`config.mk`:
```
export PLATFORM = sky130hd
export DESIGN_NAME = commit_trace_buffer
export DESIGN_NICKNAME = d
export VERILOG_FILES = /design/src/rtl/riscv_pkg.sv /design/src/rtl/trace_fifo.sv /design/src/rtl/commit_trace_buffer.sv
export SDC_FILE = /design/constraint.sdc
export NUM_CORES = 1
export LEC_CHECK = 0
export CORE_MARGIN = 3
export CORE_UTILIZATION = 40
export DETAILED_ROUTE_END_ITERATION = 6
export PLACE_DENSITY_LB_ADDON = 0.12
export SYNTH_ARGS = -nofsm -noshare
export SYNTH_HDL_FRONTEND = slang
export SYNTH_HIERARCHICAL = 1
export SYNTH_SLANG_ARGS = --single-unit
```
`constraint.sdc`:
```
create_clock -name clk_i -period 23.5 [get_ports clk_i]
set_input_delay 3.525 -clock clk_i [delete_from_list [all_inputs] [get_ports clk_i]]
set_output_delay 3.525 -clock clk_i [all_outputs]
set_load 0.02 [all_outputs]
```
`src/rtl/riscv_pkg.sv`:
```
// Shared types and constants for the commit trace buffer: serializer states,
// the captured retire record, HDR word field positions and word counts.
package riscv_pkg;

    typedef enum logic [2:0] {
        ST_IDLE  = 3'd0,
        ST_HDR   = 3'd1,
        ST_PC    = 3'd2,
        ST_INSTR = 3'd3,
        ST_REG   = 3'd4,
        ST_MADDR = 3'd5,
        ST_MDATA = 3'd6
    } trace_state_e;

    typedef struct packed {
        logic [7:0]  seq;
        logic [31:0] pc;
        logic [31:0] instr;
        logic [4:0]  reg_addr;
        logic [31:0] reg_data;
        logic        mem_wrt;
        logic [31:0] mem_addr;
        logic [31:0] mem_data;
    } trace_rec_t;

    localparam int REC_W = $bits(trace_rec_t);

    // HDR layout: [31:24] seq, [23] mem_wrt, [22] reg_wr, [21:17] reg_addr,
    // [16:3] zero, [2:0] number of words following HDR.
    localparam int HDR_SEQ_LSB   = 24;
    localparam int HDR_MEMWR_BIT = 23;
    localparam int HDR_REGWR_BIT = 22;
    localparam int HDR_RADDR_LSB = 17;
    localparam int HDR_CNT_LSB   = 0;

    // PC and INSTR always follow HDR; REG adds one word, a store adds two.
    localparam logic [2:0] WORDS_BASE = 3'd2;
    localparam logic [2:0] WORDS_REG  = 3'd1;
    localparam logic [2:0] WORDS_MEM  = 3'd2;

    function automatic logic [31:0] make_hdr(input trace_rec_t r);
        logic [31:0] h;
        logic        reg_wr;
        logic [2:0]  cnt;
        reg_wr = (r.reg_addr != 5'd0);
        cnt    = WORDS_BASE + (reg_wr ? WORDS_REG : 3'd0) + (r.mem_wrt ? WORDS_MEM : 3'd0);
        h      = '0;
        h[HDR_SEQ_LSB +: 8]   = r.seq;
        h[HDR_MEMWR_BIT]      = r.mem_wrt;
        h[HDR_REGWR_BIT]      = reg_wr;
        h[HDR_RADDR_LSB +: 5] = r.reg_addr;
        h[HDR_CNT_LSB +: 3]   = cnt;
        return h;
    endfunction

endpackage

```
`src/rtl/trace_fifo.sv`:
```
// Record FIFO: power-of-two depth, wrapping pointers, occupancy count 0..DEPTH.
// Storage is not reset; only pointers and count are.
module trace_fifo #(
    parameter int WIDTH = 8,
    parameter int DEPTH = 8,
    localparam int PTR_W = $clog2(DEPTH),
    localparam int CNT_W = $clog2(DEPTH + 1)
) (
    input  logic             clk_i,
    input  logic             rst_i,
    input  logic             push_i,
    input  logic             pop_i,
    input  logic [WIDTH-1:0] wdata_i,
    output logic [WIDTH-1:0] rdata_o,
    output logic             full_o,
    output logic             empty_o,
    output logic [CNT_W-1:0] count_o
);

    logic [WIDTH-1:0] mem_q [DEPTH];
    logic [PTR_W-1:0] wr_ptr_q, rd_ptr_q;
    logic [CNT_W-1:0] count_q, count_d;
    logic             do_push, do_pop;

    assign full_o  = (count_q == CNT_W'(DEPTH));
    assign empty_o = (count_q == '0);
    assign count_o = count_q;
    assign rdata_o = mem_q[rd_ptr_q];

    // Full blocks a push even when a pop happens on the same edge.
    assign do_push = push_i & ~full_o;
    assign do_pop  = pop_i & ~empty_o;

    // Occupancy update; simultaneous push and pop leave it unchanged.
    always_comb begin
        count_d = count_q;
        case ({do_push, do_pop})
            2'b10:   count_d = count_q + CNT_W'(1);
            2'b01:   count_d = count_q - CNT_W'(1);
            default: count_d = count_q;
        endcase
    end

    // Record storage write port.
    always_ff @(posedge clk_i) begin
        if (do_push) begin
            mem_q[wr_ptr_q] <= wdata_i;
        end
    end

    // Pointer and occupancy registers.
    always_ff @(posedge clk_i) begin
        if (rst_i) begin
            wr_ptr_q <= '0;
            rd_ptr_q <= '0;
            count_q  <= '0;
        end else begin
            if (do_push) wr_ptr_q <= wr_ptr_q + PTR_W'(1);
            if (do_pop)  rd_ptr_q <= rd_ptr_q + PTR_W'(1);
            count_q <= count_d;
        end
    end

endmodule

```
`src/rtl/commit_trace_buffer.sv`:
```
// Commit trace buffer: captures one record per retired instruction into a
// FIFO and serializes each record as a 3..6 word stream with a handshake.
//
// state   | meaning
// IDLE    | nothing queued, tvalid low
// HDR     | header word of the head record
// PC      | retired PC
// INSTR   | instruction word
// REG     | write-back data (only when reg_addr != 0)
// MADDR   | store address (only when mem_wrt)
// MDATA   | store data (only when mem_wrt)
module commit_trace_buffer
    import riscv_pkg::*;
#(
    parameter int DEPTH  = 8,
    parameter int DROP_W = 16
) (
    input  logic              clk_i,
    input  logic              rst_i,
    input  logic              retire_i,
    input  logic [31:0]       pc_i,
    input  logic [31:0]       instr_i,
    input  logic [4:0]        reg_addr_i,
    input  logic [31:0]       reg_data_i,
    input  logic              mem_wrt_i,
    input  logic [31:0]       mem_addr_i,
    input  logic [31:0]       mem_data_i,
    output logic [31:0]       tdata_o,
    output logic              tvalid_o,
    input  logic              tready_i,
    output logic              tlast_o,
    output logic              overflow_o,
    output logic [DROP_W-1:0] drop_cnt_o
);

    localparam int CNT_W = $clog2(DEPTH + 1);

    trace_state_e      state_q, state_d, after_last;
    logic [7:0]        seq_q, seq_d;
    logic [DROP_W-1:0] drop_q, drop_d;
    logic              ovf_q, ovf_d;

    trace_rec_t        wr_rec, head;
    logic [REC_W-1:0]  fifo_rdata;
    logic              fifo_full, fifo_empty;
    logic [CNT_W-1:0]  fifo_cnt;
    logic              push, pop, xfer;

    assign push = retire_i & ~fifo_full & ~rst_i;
    assign xfer = tvalid_o & tready_i;
    assign pop  = xfer & tlast_o;
    assign head = trace_rec_t'(fifo_rdata);

    // Pack the retire inputs into a record tagged with the current seq.
    always_comb begin
        wr_rec          = '0;
        wr_rec.seq      = seq_q;
        wr_rec.pc       = pc_i;
        wr_rec.instr    = instr_i;
        wr_rec.reg_addr = reg_addr_i;
        wr_rec.reg_data = reg_data_i;
        wr_rec.mem_wrt  = mem_wrt_i;
        wr_rec.mem_addr = mem_addr_i;
        wr_rec.mem_data = mem_data_i;
    end

    trace_fifo #(
        .WIDTH (REC_W),
        .DEPTH (DEPTH)
    ) u_fifo (
        .clk_i   (clk_i),
        .rst_i   (rst_i),
        .push_i  (push),
        .pop_i   (pop),
        .wdata_i (wr_rec),
        .rdata_o (fifo_rdata),
        .full_o  (fifo_full),
        .empty_o (fifo_empty),
        .count_o (fifo_cnt)
    );

    // Sequence number and drop accounting; seq advances on every retire.
    always_comb begin
        seq_d  = seq_q;
        drop_d = drop_q;
        ovf_d  = ovf_q;
        if (retire_i) begin
            seq_d = seq_q + 8'd1;
            if (fifo_full) begin
                ovf_d = 1'b1;
                if (drop_q != '1) drop_d = drop_q + DROP_W'(1);
            end
        end
    end

    // Serializer next state and word mux; outputs depend only on registered state.
    always_comb begin
        state_d    = state_q;
        tdata_o    = '0;
        tlast_o    = 1'b0;
        after_last = (fifo_cnt > CNT_W'(1)) ? ST_HDR : ST_IDLE;
        case (state_q)
            ST_IDLE: begin
                if (!fifo_empty) state_d = ST_HDR;
            end
            ST_HDR: begin
                tdata_o = make_hdr(head);
                if (xfer) state_d = ST_PC;
            end
            ST_PC: begin
                tdata_o = head.pc;
                if (xfer) state_d = ST_INSTR;
            end
            ST_INSTR: begin
                tdata_o = head.instr;
                tlast_o = (head.reg_addr == 5'd0) && !head.mem_wrt;
                if (xfer) begin
                    if (head.reg_addr != 5'd0) state_d = ST_REG;
                    else if (head.mem_wrt)     state_d = ST_MADDR;
                    else                       state_d = after_last;
                end
            end
            ST_REG: begin
                tdata_o = head.reg_data;
                tlast_o = !head.mem_wrt;
                if (xfer) state_d = head.mem_wrt ? ST_MADDR : after_last;
            end
            ST_MADDR: begin
                tdata_o = head.mem_addr;
                if (xfer) state_d = ST_MDATA;
            end
            ST_MDATA: begin
                tdata_o = head.mem_data;
                tlast_o = 1'b1;
                if (xfer) state_d = after_last;
            end
            default: state_d = ST_IDLE;
        endcase
    end

    assign tvalid_o   = (state_q != ST_IDLE);
    assign overflow_o = ovf_q;
    assign drop_cnt_o = drop_q;

    // State, sequence and drop registers; reset abandons any record in flight.
    always_ff @(posedge clk_i) begin
        if (rst_i) begin
            state_q <= ST_IDLE;
            seq_q   <= '0;
            drop_q  <= '0;
            ovf_q   <= 1'b0;
        end else begin
            state_q <= state_d;
            seq_q   <= seq_d;
            drop_q  <= drop_d;
            ovf_q   <= ovf_d;
        end
    end

endmodule

```
* Word level (Yosys, flattened, before mapping)
Memory sizes are Yosys's and may differ from the RTL's. A register that Yosys moved wholly into a read port is not among the register bits.
Cells that the tools add are included.
** Word-level totals
- Output and inout port bits :: 51
- Input port bits :: 170
- Register bits :: 38
- Memory bits (writable) :: 1392
- Logic and storage cells :: 74
- Memories kept :: 1
** Memory list
- u_fifo.mem_q :: depth 8, bits a word 174, rd ports 1, clocked after memory_dff 1, write ports 1, line trace_fifo.sv:20 : logic [WIDTH-1:0] mem_q [DEPTH];
** Cells by class
- Equal/unequal tests :: 17
- Reductions and logical operators :: 11
- Magnitude comparators :: 1
- Multiplexer cells :: 20
- Add/subtract/negate cells :: 8
- Bitwise operators :: 9
** Operators with widths (number)
- case mux 32 bit (6 select lines) :: 1
- 2-to-1 mux 3 bit :: 11
- case mux 3 bit (7 select lines) :: 1
- adder 16 x 1 -> 16 bit, second input constant :: 1
- != test 16 bit, second input constant :: 1
- != test 2 bit, second input constant :: 7
- equality test 3 bit, second input constant :: 3
- adder 8 x 1 -> 8 bit, second input constant :: 1
- case mux 4 bit (2 select lines) :: 1
- AND reduction 7 bit :: 1
- adder 3 x 1 -> 3 bit, second input constant :: 2
- bitwise AND 1 bit :: 6
- equality test 3 x 2 -> 1 bit, second input constant :: 2
- logical NOT 5 bit :: 1
- nonzero test 5 bit :: 1
- adder 4 x 1 -> 4 bit, second input constant :: 1
- equality test 4 bit, second input constant :: 1
- > comparator 4 x 1 -> 1 bit, second input constant :: 1
- logical NOT 4 bit :: 1
- 2-to-1 mux 1 bit :: 4
- subtractor 4 x 1 -> 4 bit, second input constant :: 1
- adder 2 x 1 -> 3 bit, first input constant :: 1
- adder 3 x 2 -> 3 bit :: 1
- equality test 3 x 1 -> 1 bit, second input constant :: 1
- 12 further kinds :: 14

* Longest topological paths before layout
Gate-level depths: netlist of run 1.
- Depth in word-level cells :: 7
- Gate-level depth with buffers :: 17
- Mapped depth without buffers :: 14

* Modules after synthesis
The synthesis of run 1 kept the hierarchy.
** By module, submodules not included
- trace_fifo :: instances 1, cells an instance 2086, seq. area each 42060.3 um^2, area each 53338.7 um^2
- commit_trace_buffer :: instances 1, cells an instance 350, seq. area each 560.5 um^2, area each 2712.6 um^2

* Worst setup path after synthesis of run 1
Ideal clock, no wire load.
- Path type :: input to register
- Start :: input rst_i
- End :: memory u_fifo/mem_q[0][0] (netlist bit) (enable)
- Required time :: 22.366 ns
- Slack :: 1.705 ns
- Buffers on the path :: 1
- Arrival :: 20.661 ns
- Cell stages on the path :: 4
- Cells stage by stage :: clkbuf_1 > nor3b_1 > nand2_2 > nor4_1
** Between the ends
- Cells in the longest elaborated chain, start to end :: 5
** Ends and longest elaborated chain
- from (decl) :: line commit_trace_buffer.sv:19 : input logic rst_i,
- NOT 1 bit :: line commit_trace_buffer.sv:49 : assign push = retire_i & ~fifo_full & ~rst_i;
- bitwise AND 1 bit :: line commit_trace_buffer.sv:49
- via push :: line commit_trace_buffer.sv:47 : logic push, pop, xfer;
- bitwise AND 1 bit :: line trace_fifo.sv:31 : assign do_push = push_i & ~full_o;
- 2-to-1 mux 1 bit :: line trace_fifo.sv:46 : if (do_push) begin
- 2-to-1 mux 1 bit (implied by the code) :: line trace_fifo.sv:47 : mem_q[wr_ptr_q] <= wdata_i;
- to (decl) :: line trace_fifo.sv:20
The timed path passes the listed nets, and every way through them passes these cells.

==> results of run 1 <==
-- per-layer routing --
| metal | vias up | track usage | part of all wire |
|---|---|---|---|
| li1 | 11000 | - | - |
| met4 | 18 | 0.05113 | 0.020 |
| met1 | 14020 | 0.2658 | 0.43 |
| met2 | 768 | 0.3054 | 0.48 |
| met3 | 211 | 0.06258 | 0.077 |
| met5 | - | 0 | 0.00081 |
-- where the power goes --
| group | switching [mW] | internal [mW] | total [mW] | leakage [nW] |
|---|---|---|---|---|
| sequential | 0.0150 | 2.83 | 2.85 | 12.9 |
| clock | 0.949 | 1.32 | 2.27 | 2.30 |
| combinational | 0.202 | 0.110 | 0.312 | 4.30 |
| total | 1.17 | 4.26 | 5.42 | 19.5 |
-- logic make-up after synthesis --
| family | count (synthesis) | share of synthesized area |
|---|---|---|
| AO/OA/AOI/OAI | 132 | 0.01694 |
| adder cells (fa/ha/maj) | 8 | 0.001741 |
| XOR/XNOR | 13 | 0.002031 |
| flip-flops | 1433 | 0.7604 |
| multiplexers | 567 | 0.1850 |
| buffers and inverters | 138 | 0.02063 |
| AND/OR/NAND/NOR | 145 | 0.01324 |
-- cell type report --
class / instances / area, um2 / area share
Multi-Input combinational cell: 865 / 12330 / 0.1905
Inverter: 6 / 22.52 / 0.0003479
Clock inverter: 70 / 591.8 / 0.009142
Clock buffer: 200 / 4110 / 0.06349
Tap cell: 1863 / 2331 / 0.03601
Antenna cell: 16 / 40.04 / 0.0006185
Timing Repair Buffer: 277 / 2675 / 0.04132
Sequential cell: 1433 / 42640 / 0.6586
-- state kept, by name (all words and copies together), names as in the netlist, named ones only --
name and count:
overflow_o 1, u_fifo/wr_ptr_q 3, seq_q 8, u_fifo/count_o 4, u_fifo/mem_q 1392, u_fifo/rd_ptr_q 3, state_q 3, drop_cnt_o 16
-- path summary, 6_finish.rpt --
| kind | endpoint | slack (ns) | start |
|---|---|---|---|
| setup / recovery | tdata_o[0] | 13.43 | flip-flop |
| hold / removal | overflow_o$_SDFFE_PP0P_ | 0.47 | overflow_o$_SDFFE_PP0P_ |
| setup reg to reg | u_fifo/count_o[3]$_SDFFE_PP0P_ | 16.43 | flip-flop |
| hold reg to reg | overflow_o$_SDFFE_PP0P_ | 0.47 | overflow_o$_SDFFE_PP0P_ |
-- worst register-to-register path: stages (launching register included) --
cell     delay, ns
dfxtp_4       0.92
buf_4         0.84
buf_4         0.92
mux4_2        0.68
mux2_2        0.32
or4_4         0.59
or2_4         0.27
o32ai_2       0.43
and3_1        0.27
o41a_1        0.33
ha_1          0.33
nand2_1       0.08
mux2_2        0.26
o41ai_1       0.35
mux2_1        0.37
-- cell usage after synthesis, types with 3 or more instances --
cell type	count
o21ai_0	9
nor3_1	6
nor2_1	32
nor2b_1	8
a22o_1	9
nand3_1	8
nor4_1	5
nand2_1	41
mux2_2	160
mux2_4	28
o221ai_1	22
clkbuf_1	42
mux4_2	348
and3_1	3
buf_12	33
ha_1	7
inv_1	5
a221oi_1	10
o31ai_1	4
edfxtp_1	1392
or4_1	3
mux2i_1	30
buf_2	42
a21oi_1	35
a22oi_1	22
buf_1	9
xor2_1	11
buf_6	3
or3_1	13
nand4_1	7
dfxtp_1	41
o21ai_1	7
nand2b_1	8
==> out/metrics.cfg, run 1 <==
[clock_network]
cts.sink_count = 1433
cts_max_level = 4
cts_inserted_buffers = 153
clockBufferDepth = 3
cts-root-buf = clkbuf_16
cts_setup_buffers = 0
cts_tree = done
clk_pin_slew_ns = 0.06
clkLatencyLatePin_ns = 0.76
cts_hold_buf = 0
post_cts_resized = 0

[sta]
worst_slew_pin_slew_ns = 1.234
clock_skew_ns = 0.02047
hold_viol = 0
max_clock_freq_ghz = 0.09929
whs_ns = 0.4700
setup_ws_ns = 13.43
setup_violations = 0
rsz0062_at_grt = false
fin_crit_sh = 0.4286
tns_ns = 0
maxSlewViolCount = 0
min_period_ns = 10.07
max_slew_margin = 0.1759

[finish]
drive_gt1_frac = 0.2873
area_growth_pct = 15.50
fin_nets = 2913
fillers = 11300
fin_cells = 4730
layout_commonest_cell = edfxtp_1
stdcell_area_um2 = 64740
final_cell_mix = edfxtp_1 (1,392), mux4_2 (348), clkdlybuf4s50_1 (219)
fin_util = 0.4679

[floorplanning]
ios = 221
coreArea_um2 = 138300
die_w_um = 380.3
initial_utilization = 0.4052
num_rows = 136
die_h_um = 380.3
die_area_um2 = 144700

[hold_path]
hp-class = reg2reg
whs_path_depth = 2

[critical_path]
endpoint_kind = output port
arrival_ns = 6.55
crit_fanout = 50
reg2regPathDepth = 14
critPathLaunchType = flip-flop
cp_common_cell = buf_4
crit_buf_inv = 3
crit_path_top_delay_cell = dfxtp_4
crit_path_cell_trace = buf_4 > buf_4 > mux4_2 > mux2_2 > or4_4 > or2_4 > a221oi_1 > o21ai_0 > clkdlybuf4s50_1
max_stage_delay_ns = 0.92
critPathRequiredTime_ns = 19.98
crit_type = reg2out
path_depth = 9
cp_top_family = buffers and inverters

[power]
power_mw = 5.424
p_per_area_nw_per_um2 = 83.79
leakage_nw = 19.52
irDropWorstVdd_mv = 0.05330

[place]
dp_worst_setup_slack_ns = 14.06
hpwl_um = 82620
port_buffers = 220
place_congestion = 0.7447
place_inst = 4444
place_area_um2 = 60000

[yosys]
async_flop_share = 0
ys_top_cells_by_area = edfxtp_1 (75%), mux4_2 (14%), mux2_2 (3.2%), dfxtp_1 (1.5%), buf_12 (1.2%)
synth_top_area_frac = 0.7457
yosysUniqueCellTypes = 60
syn-instance-count = 2436
yosysWarnings = 6
yosysTopAreaCell = edfxtp_1
ys.flop_type = edfxtp_1
synth_area_per_cell_um2 = 23.01
ys_seq_area_frac = 0.7604
synth_edf_count = 1392
synth_nets = 2613
ys_seq_elements = 1433
netlist_area_um2 = 56050

[routing]
drtAntennaViolNets = 0
via_count = 26020
drt_wl_total_um = 140700
wire_per_inst_um = 29.75
drcViolationCount = 0
dr.pass1.iters = 5
vias_per_cell = 5.501
drt-initial-drc-count = 2354

[flow_run]
max_cap_violations = 0

[global_routing]
grt_pass1_vias = 27240
grt.overflow.total = 0
grt_max_degree = 120
antenna_found_initial = 51
grt_pass1_wl_um = 201900
grtUsageTotal = 0.1954

[run_status]
status = completed

Note: power is estimated with default switching activity, not from simulation.
==> run 2: changes to the inputs <==
==> constraint.sdc (replaced) <==
create_clock -name clk_i -period 8.3 [get_ports clk_i]
set_input_delay 1.245 -clock clk_i [delete_from_list [all_inputs] [get_ports clk_i]]
set_output_delay 1.245 -clock clk_i [all_outputs]
set_load 0.02 [all_outputs]
==> run 2 against run 1 <==
Against the previous run: flip-flop and latch count stayed put; count of clock-buffer cells in the layout up 7; highest routed layer unchanged; critical path depth decreased by 3; total power rose to 2.9 times the previous value; sequential share of layout area is 0.38 points lower; global-route usage fell by 0.15 points; setup slack lost 11 ns; largest power group unchanged.
==> out/metrics.cfg, run 2 (synthesized netlist as in run 1, its figures left out) <==
[routing]
drcViolationCount = 0  ; unchanged
drtAntennaViolNets = 0  ; unchanged
dr.pass1.iters = 5  ; unchanged
drt-initial-drc-count = 2210  ; -6.1%
wire_per_inst_um = 29.40  ; -1.2%
vias_per_cell = 5.477  ; -0.43%
drt_wl_total_um = 139300  ; -1.0%
via_count = 25950  ; -0.28%

[critical_path]
max_stage_delay_ns = 0.86  ; -0.06 ns
endpoint_kind = output port
critPathLaunchType = flip-flop
crit_type = reg2out
crit_fanout = 80  ; +60%
crit_path_cell_trace = buf_12 > mux4_2 > mux2_4 > a22oi_1 > o221ai_1 > clkdlybuf4s50_1
reg2regPathDepth = 13  ; -1
crit_path_top_delay_cell = a22oi_1
arrival_ns = 5.01  ; -1.54 ns
critPathRequiredTime_ns = 7.05  ; -12.93 ns

[power]
power_mw = 15.58  ; +190%
p_per_area_nw_per_um2 = 239.3  ; +190%
leakage_nw = 19.62  ; +0.49%
irDropWorstVdd_mv = 0.1795  ; +240%

[sta]
whs_ns = 0.4826  ; +0.01263 ns
fin_crit_sh = 0.7536
max_clock_freq_ghz = 0.1599
max_slew_margin = 0.2553  ; +0.07937
clock_skew_ns = 0.02741  ; +0.006944 ns
min_period_ns = 6.255
setup_violations = 0  ; unchanged
worst_slew_pin_slew_ns = 1.117  ; -0.1165 ns
rsz0062_at_grt = false
hold_viol = 0  ; unchanged
maxSlewViolCount = 0  ; unchanged

[clock_network]
clockBufferDepth = 3  ; unchanged
cts_hold_buf = 0  ; unchanged
cts-root-buf = clkbuf_16
clkLatencyLatePin_ns = 0.77  ; about the same
cts_inserted_buffers = 158  ; +3.3%
clk_pin_slew_ns = 0.06  ; about the same
cts_setup_buffers = 0  ; unchanged
post_cts_resized = 0  ; unchanged
cts_tree = done
cts_max_level = 4  ; unchanged
cts.sink_count = 1433  ; unchanged

[finish]
area_growth_pct = 16.17
regMostFlops = u_fifo/mem_q
fin_cells = 4737  ; +0.15%
stdcell_area_um2 = 65120  ; +0.59%
final_cell_mix = edfxtp_1 (1,392), mux4_2 (348), clkdlybuf4s50_1 (219)
fin_nets = 2916  ; +0.10%
layout_commonest_cell = edfxtp_1
largest_reg_flops = 1392  ; unchanged
drive_gt1_frac = 0.2888  ; +0.001489

[global_routing]
grtUsageTotal = 0.1939  ; -0.001491
grt_pass1_vias = 27280  ; +0.18%
antenna_found_initial = 43  ; -16%
grt_pass1_wl_um = 200900  ; -0.51%
grt.overflow.total = 0  ; unchanged
grt_max_degree = 122  ; +1.7%

[place]
place_area_um2 = 60150  ; +0.26%
place_congestion = 0.7651  ; +2.7%
place_inst = 4442  ; -0.045%
port_buffers = 220  ; unchanged
hpwl_um = 80510  ; -2.6%

[flow_run]
max_cap_violations = 0  ; unchanged

[floorplanning]
die_area_um2 = 144700  ; unchanged
die_w_um = 380.3  ; unchanged
coreArea_um2 = 138300  ; unchanged
num_rows = 136  ; unchanged
initial_utilization = 0.4052  ; unchanged
die_h_um = 380.3  ; unchanged
ios = 221  ; unchanged

[hold_path]
hp-class = reg2reg
whs_path_depth = 2  ; unchanged

[run_status]
status = completed

run 2: cell count changes in the layout (fill, tap and decap cells not counted), sizes merged:
cell | before | now
buf | 58 | 56
diode | 16 | 10
inv | 10 | 14
clkinv | 55 | 54
clkinvlp | 3 | 8
clkbuf | 200 | 207
run 2: final cells by class:
type	count	area, um2
inverter	6	22.52
antenna	10	25.02
sequential	1433	42640
multi-input combinational	865	12370
tap	1863	2331
clock inverter	78	680.7
timing repair buffer	275	2785
clock buffer	207	4262
fill	11290	73230
run 2: worst max-delay path: cells and delay by family (launching register included):
family	cells	cell delay (ns)
AOI/OAI and AO/OA	2	1.20
DFF	1	0.85
muxes	2	0.88
buffers and inverters	2	1.23
run 2: per-layer routing:
layer / part of all wire / wire [um] / vias up / GRT usage
met3: 0.068 / 9458 / 209 / 0.05219
met4: 0.020 / 2752 / 32 / 0.05027
met1: 0.43 / 59890 / 14000 / 0.2668
met5: 0.0016 / 217 / - / 0
met2: 0.48 / 66950 / 699 / 0.3075
li1: - / - / 11000 / -
run 2: path summary, 6_finish.rpt:
check                          startpoint                             end  slack (ns)
setup / recovery                flip-flop                      tdata_o[9]        2.05
hold / removal    overflow_o$_SDFFE_PP0P_         overflow_o$_SDFFE_PP0P_        0.48
setup reg to reg                flip-flop  u_fifo/count_o[3]$_SDFFE_PP0P_        2.76
hold reg to reg   overflow_o$_SDFFE_PP0P_         overflow_o$_SDFFE_PP0P_        0.48
run 2: power breakdown:
| group | total (mW) | switching (mW) | internal, mW |
|---|---|---|---|
| logic | 0.888 | 0.574 | 0.314 |
| registers | 8.07 | 0.0475 | 8.02 |
| clock network | 6.63 | 2.76 | 3.87 |
run 2: per-stage QoR:
step	setup WS [ns]	TNS, ns	utilization
floorplan	-1.710	-1635.70	-
global placement	2.721	0	0.4348
detailed placement	2.722	0	0.4348
CTS	1.925	0	0.4705
global route	1.735	0	0.4705
finish	2.045	0	0.4707
